**config.mk**
```make
export PLATFORM = sky130hd
export DESIGN_NAME = zeroheti_dmem_arbiter
export DESIGN_NICKNAME = d
export VERILOG_FILES = /design/src/rtl/zeroheti_dmem_arbiter.sv
export SDC_FILE = /design/constraint.sdc
export NUM_CORES = 1
export LEC_CHECK = 0
export ABC_AREA = 1
export CORE_AREA = 2 2 100 102
export DETAILED_ROUTE_END_ITERATION = 10
export DIE_AREA = 0 0 102 104
export PLACE_DENSITY = 0.62
export SLEW_MARGIN = 40
export SYNTH_ARGS = -nofsm -noshare
export SYNTH_HDL_FRONTEND = slang
export SYNTH_SLANG_ARGS = --single-unit
```
**constraint.sdc**
```tcl
create_clock -name clk_i -period 1.86 [get_ports clk_i]
set_input_delay 0.372 -clock clk_i [delete_from_list [all_inputs] [get_ports clk_i]]
set_output_delay 0.372 -clock clk_i [all_outputs]
set_load 0.05 [all_outputs]
```
**src/rtl/zeroheti_dmem_arbiter.sv**
```systemverilog
// zeroheti_dmem_arbiter
// Shares the single-port data SRAM between NumReq OBI-style requesters.
// One request is granted per cycle in round-robin order, its address is
// range-checked against the dmem window, and the response (one cycle later)
// is routed back to the requester that was granted.
//
// Ports
//   clk_i, rst_i      clock (rising edge), synchronous active-high reset
//   req_i/gnt_o       per-requester request valid / combinational grant
//   addr_i, we_i, be_i, wdata_i
//                     per-requester byte address, write enable, byte enables,
//                     write data (packed, requester 0 in the low slice)
//   rvalid_o          per-requester response valid (one-hot or zero)
//   rdata_o, err_o    shared response data / error, qualified by rvalid_o
//   mem_*             SRAM macro interface; mem_rdata_i valid one cycle
//                     after mem_req_o
module zeroheti_dmem_arbiter #(
    parameter int unsigned NumReq    = 2,
    parameter logic [31:0] BaseAddr  = 32'h0002_0000,
    parameter int unsigned SizeBytes = 4096,
    localparam int unsigned AW       = $clog2(SizeBytes / 4),
    localparam int unsigned IDW      = (NumReq > 1) ? $clog2(NumReq) : 1
) (
    input  logic                   clk_i,
    input  logic                   rst_i,
    input  logic [NumReq-1:0]      req_i,
    output logic [NumReq-1:0]      gnt_o,
    input  logic [NumReq*32-1:0]   addr_i,
    input  logic [NumReq-1:0]      we_i,
    input  logic [NumReq*4-1:0]    be_i,
    input  logic [NumReq*32-1:0]   wdata_i,
    output logic [NumReq-1:0]      rvalid_o,
    output logic [31:0]            rdata_o,
    output logic                   err_o,
    output logic                   mem_req_o,
    output logic                   mem_we_o,
    output logic [AW-1:0]          mem_addr_o,
    output logic [3:0]             mem_be_o,
    output logic [31:0]            mem_wdata_o,
    input  logic [31:0]            mem_rdata_i
);

    typedef enum logic {
        IDLE = 1'b0,
        RESP = 1'b1
    } state_t;

    state_t         state_q, state_d;
    logic [IDW-1:0] rr_ptr_q, rr_ptr_d;
    logic [IDW-1:0] rsp_id_q;
    logic           rsp_err_q;

    logic [IDW-1:0] win;
    logic           any_gnt;
    logic [31:0]    sel_addr;
    logic [32:0]    offset;
    logic           in_range;

    // Round-robin scan starting at rr_ptr; with no request, win stays at
    // rr_ptr so the mem_* outputs are driven from a defined requester.
    always_comb begin
        int unsigned idx;
        any_gnt = 1'b0;
        win     = rr_ptr_q;
        idx     = 0;
        for (int unsigned k = 0; k < NumReq; k++) begin
            idx = (32'(rr_ptr_q) + k) % NumReq;
            if (!any_gnt && req_i[idx]) begin
                any_gnt = 1'b1;
                win     = IDW'(idx);
            end
        end
    end

    always_comb begin
        gnt_o = '0;
        if (any_gnt) begin
            gnt_o[win] = 1'b1;
        end
    end

    // 33-bit subtraction so addresses below BaseAddr cannot wrap into range.
    always_comb begin
        sel_addr = addr_i[32*win +: 32];
        offset   = {1'b0, sel_addr} - {1'b0, BaseAddr};
        in_range = (sel_addr >= BaseAddr) && (offset < 33'(SizeBytes));
    end

    always_comb begin
        mem_req_o   = any_gnt & in_range;
        mem_we_o    = we_i[win];
        mem_addr_o  = offset[AW+1:2];
        mem_be_o    = be_i[4*win +: 4];
        mem_wdata_o = wdata_i[32*win +: 32];
    end

    always_comb begin
        rr_ptr_d = rr_ptr_q;
        state_d  = IDLE;
        if (any_gnt) begin
            rr_ptr_d = (win == IDW'(NumReq - 1)) ? '0 : win + 1'b1;
            state_d  = RESP;
        end
    end

    always_ff @(posedge clk_i) begin
        if (rst_i) begin
            state_q   <= IDLE;
            rr_ptr_q  <= '0;
            rsp_id_q  <= '0;
            rsp_err_q <= 1'b0;
        end else begin
            state_q   <= state_d;
            rr_ptr_q  <= rr_ptr_d;
            rsp_id_q  <= win;
            rsp_err_q <= ~in_range;
        end
    end

    always_comb begin
        rvalid_o = '0;
        if (state_q == RESP) begin
            rvalid_o[rsp_id_q] = 1'b1;
        end
        err_o   = (state_q == RESP) & rsp_err_q;
        rdata_o = ((state_q == RESP) && !rsp_err_q) ? mem_rdata_i : '0;
    end

endmodule

```
== Yosys cells after proc, flatten, opt, wreduce, memory -nomap -nowiden ==
Cells that the tools add are included.
Widths: inputs -> output; s select.

* Input bits: 174
* Output and inout bits: 85
* Register bits after elaboration: 4

* Shift-type cells: 3
* $add $sub $neg: 3
* Reductions and logical operators: 7
* Bitwise gates (word level): 3
* Mux-type cells: 18
* $lt $le $gt $ge: 8

{| class="wikitable"
|+ Operators with widths
! kind !! count
|-
| $shiftx 64x7->32 || 2
|-
| $lt 33x13->1 const B || 1
|-
| $sub 32x18->33 const B || 1
|-
| $ge 32x18->1 const B || 1
|-
| $mux 32 || 1
|-
| $mux 1 || 13
|-
| $lt 1x2->1 const B || 4
|-
| $shiftx 8x4->4 || 1
|-
| $logic_and 1x1->1 || 5
|-
| $mux 2 || 2
|-
| $add 1x1->1 const B || 2
|-
| $and 1x1->1 || 2
|-
| $demux 1 s1 || 2
|-
| $ge 1x1->1 const B || 2
|-
| $logic_not 1->1 || 2
|-
| $not 1->1 || 1
|}

== Logic depth before layout (Yosys ltp) ==
Gate-level depths: netlist of run 1.

* Depth in word-level cells: 11
* Depth in mapped cells: 14
* Mapped depth without buffers: 13

== Worst setup path before layout of run 1 ==
Ideal clock, no wire load.

* Path type: input-to-output
* Start: in req_i[1]
* End: out mem_req_o
* Data arrival time: 1.926 ns
* Path slack: -0.438 ns
* Stages on the path: 14
* Required time: 1.488 ns
* Cells stage by stage: inv_1 nand2_2 nand2_4 buf_6 nand2_1 nand2_1 nand2_1 nor2_1 nand2_1 nand2_1 nand2_1 inv_1 nand2_1 nor2_1

* Word-level cells in the longest chain between the ends: 11
* Elaborated cells between the ends (all ways): 15
* Classes of those cells: add/sub: 1; order compare: 2; shift: 1; mux: 7; bitwise: 1; reduce/logical: 3

{| class="wikitable"
|+ RTL lines
! item !! line !! source
|-
| from (decl) || 26 || <nowiki>input logic [NumReq-1:0] req_i,</nowiki>
|-
| $mux 1 (not written as such) (2 in a row) || 68 || <nowiki>if (!any_gnt && req_i[idx]) begin</nowiki>
|-
| $mux 1 || 68 ||
|-
| $logic_not 1->1 || 68 ||
|-
| $logic_and 1x1->1 || 68 ||
|-
| $mux 1 || 68 ||
|-
| $shiftx 64x7->32 || 84 || <nowiki>sel_addr = addr_i[32*win +: 32];</nowiki>
|-
| $sub 32x18->33 || 85 || <nowiki>offset = {1'b0, sel_addr} - {1'b0, BaseAddr};</nowiki>
|-
| $lt 33x13->1 || 86 || <nowiki>in_range = (sel_addr >= BaseAddr) && (offset < 33'(SizeBytes));</nowiki>
|-
| $logic_and 1x1->1 || 86 ||
|-
| $and 1x1->1 * || 90 || <nowiki>mem_req_o = any_gnt & in_range;</nowiki>
|-
| to (decl) || 35 || <nowiki>output logic mem_req_o,</nowiki>
|}

Mark *: on every way between the ends. The rest lies on a longest branch, timed or not. The select of a mux whose other input is x is not followed.

== Final worst setup path of run 1 ==
* Start: reg rr_ptr_q
* End: out mem_req_o

* Word-level cells in the longest chain between the ends: 11
* Elaborated cells between the ends (all ways): 16
* Classes of those cells: add/sub: 2; order compare: 2; shift: 1; mux: 7; bitwise: 1; reduce/logical: 3

{| class="wikitable"
|+ RTL lines
! item !! line !! source
|-
| from (decl) || 49 || <nowiki>logic [IDW-1:0] rr_ptr_q, rr_ptr_d;</nowiki>
|-
| from (signal assigned) || 114 || <nowiki>rr_ptr_q <= rr_ptr_d;</nowiki>
|-
| $mux 1 (not written as such) (2 in a row) || 68 ||
|-
| $mux 1 || 68 ||
|-
| $logic_not 1->1 || 68 ||
|-
| $logic_and 1x1->1 || 68 ||
|-
| $mux 1 || 68 ||
|-
| $shiftx 64x7->32 || 84 ||
|-
| $sub 32x18->33 || 85 ||
|-
| $lt 33x13->1 || 86 ||
|-
| $logic_and 1x1->1 || 86 ||
|-
| $and 1x1->1 * || 90 ||
|}

Marks and branches as above.

==> reports/metrics.yaml, run 1 <==
cp.required_ns: 1.49
start_util_pct: 15.8
avgViaCountPerCell: 4.12
drive_above_1_share_pct: 36.9
regToRegSetupSlack_ns: 0.27
grt.overflow.total: 0
die_w_um: 102
die_h_um: 104
antennaDiodeCount: 0
final_nets: 792
yosysTopAreaCell: "nand2_1"
fin_worst_skew_ns: 0.00349
synth.cell_area_sq_um: 1510
holdPathStages: 4
final_cell_mix: "clkdlybuf4s50_1, nand2_1, buf_12"
p_leak_uw: 0.00291
slew_viol_final: 0
path_clk_slew_ns: 0.03
tightest_slew_ns: 0.340
grt_max_degree: 33
drt_pre_antenna_iters: 4
whs_ns: 0.521
area_growth_pct: 290
dp_hpwl_um: 8230
cts.sink_count: 4
ys_warn_count: 0
irDropWorstVdd_mv: 0.199
synth_area_per_cell_sq_um: 4.31
slew_headroom_pct: 77.3
yosysUniqueCellTypes: 19
grt_util_all_layers_pct: 16.6
drt-initial-drc-count: 54
start_kind: "flip-flop"
arrival_ns: 1.95
die-area_sq_um: 10600
power_density_nw_per_um2: 424
synth_seq_cells: 4
timing.rr.end: "rsp_err_q$_SDFF_PP0_"
fillCellCount: 815
fp.coreArea_sq_um: 9550
final_hold_viol_count: 0
hp-start: "req_i[1]"
cts-root-buf: "clkbuf_8"
ant_nets: 0
syn_nets: 525
finalSetupTns_ns: -9.89
r2r_start: "rr_ptr_q$_SDFFE_PP0N_"
final_common_cell: "clkdlybuf4s50_1"
vias: 3083
seq_area_frac_synth_pct: 5.29
final-seq-area_sq_um: 83.8
holdPathEnd: "rr_ptr_q$_SDFFE_PP0N_"
portBuffers: 254
worstSetupPathType: "flip-flop to output port"
cts_buffers: 3
clk-insertion-delay-late_ns: 0.22
fmax_mhz: 431
gp_congestion: 0.827
min_period_ns: 2.32
synthTopCellsByArea: "nand2_1, inv_1, nor2_1"
finalSetupViolations: 48
ios: 259
routed_wl_um: 10300
fin_ws_ns: -0.460
post_drt_wl_per_cell_um: 13.7
antenna_found_initial: 0
first_global_vias: 2887
rsz0062_at_grt: "true"
cp_max_fo: 7
r2r_cells: 11
clockBufferDepth: 2
yosysTopAreaCellShare_pct: 45.4
status: "finished with violations"
violations: "setup timing"
netlist_instances: 351
rows: 36
place_ws_ns: -0.753
maxCapViolations: 0
multi_input_area_sq_um: 1670
final.period_utilization_pct: 125
drc: 0
cts_tree: "yes"
cts_max_level: 1
cp-end-kind: "output port"
hold_path.class: "input pin to flip-flop"
grt_pass1_wl_um: 14000
worst max-delay path, stage by stage (launching register included):
cell and delay [ns]:
dfxtp_4 0.36, nand2_4 0.07, nand2_8 0.09, nand2_8 0.08, buf_4 0.14, o21ai_1 0.26
buf_4 0.18, inv_1 0.04, nand3_1 0.07, nand2_1 0.05, inv_1 0.07, nand2_2 0.08
nor2_4 0.10, buf_12 0.14
worst max path at each step:
stage,startpoint,endpoint
6_report,rr_ptr_q$_SDFFE_PP0N_,mem_req_o
4_1_cts,rr_ptr_q$_SDFFE_PP0N_,mem_req_o
3_3_place_gp,req_i[1],mem_req_o
2_1_floorplan,state_q$_SDFF_PP0_,rdata_o[10]
5_1_grt,rr_ptr_q$_SDFFE_PP0N_,mem_req_o
3_5_place_dp,req_i[1],mem_req_o
routing by layer:
layer / share of wire [%] / routed length [um] / vias to the layer above / GRT usage, %
li1: - / - / 1538 / -
met2: 59 / 6040 / 157 / 35.5
met1: 30 / 3070 / 1380 / 14.8
met4: 0.88 / 90 / 0 / 1.90
met3: 10 / 1060 / 8 / 5.11
met5: 0 / 0 / - / 0
cells by family after synthesis:
logic type / count (synthesis) / share of synthesized area (%)
AND/OR/NAND/NOR: 267 / 72.0
flip-flops: 4 / 5.29
AO/OA/AOI/OAI: 4 / 1.32
buffers and inverters: 76 / 21.3
metrics by stage:
| stage | utilization, % | cells | area (sq um) | total power [uW] |
|---|---|---|---|---|
| after CTS | 56.5 | 743 | 5400 | 2340 |
| after global placement | 53.1 | 732 | 5070 | 2010 |
| final | 61.8 | 749 | 5900 | 2500 |
| after detailed placement | 53.1 | 732 | 5070 | 2030 |
| after floorplan | - | 351 | 1550 | 931 |
| after global routing | 61.8 | 749 | 5900 | 2610 |
power breakdown:
part / switching [uW] / internal, uW / total [uW]
clock: 43.9 / 138 / 182
sequential: 4.89 / 92.5 / 97.3
combinational: 1100 / 1120 / 2220
total: 1150 / 1350 / 2500
cell type report:
type                       count  share of cell area [%]
timing repair buffer         280                    63.1
multi-input combinational    271                    28.2
inverter                      58                    3.75
tap                          133                    2.82
sequential                     4                    1.42
clock buffer                   3                   0.700
repair_timing:
action	CTS	global route
gates cloned	2	4
buffers inserted	6	3
pin swaps	10	24
gates resized for setup	73	99
hold buffers	0	0
setup endpoints to repair	81	49
cells in the mapped netlist:
master,n
a21oi_1,1
buf_2,6
buf_6,4
clkbuf_1,8
dfxtp_1,4
inv_1,56
inv_2,2
nand2_1,183
nand2_2,7
nand2_4,2
nand3_1,11
nand3b_1,4
nor2_1,52
nor2_2,1
nor2_4,2
nor3_1,3
o21ai_0,1
o21ai_1,2
or2_2,2
registers in the layout, summed over array words and instances, names as in the netlist:
name,flops
rr_ptr_q,1
rsp_err_q,1
rsp_id_q,1
state_q,1
Note: power is estimated with default switching activity, not from simulation.
==> run 2: changes to the inputs <==
Settings changed: CAP_MARGIN set to 20.
==> results of run 2 <==
No change in the layout: final DEF, timing and power equal those of run 1.
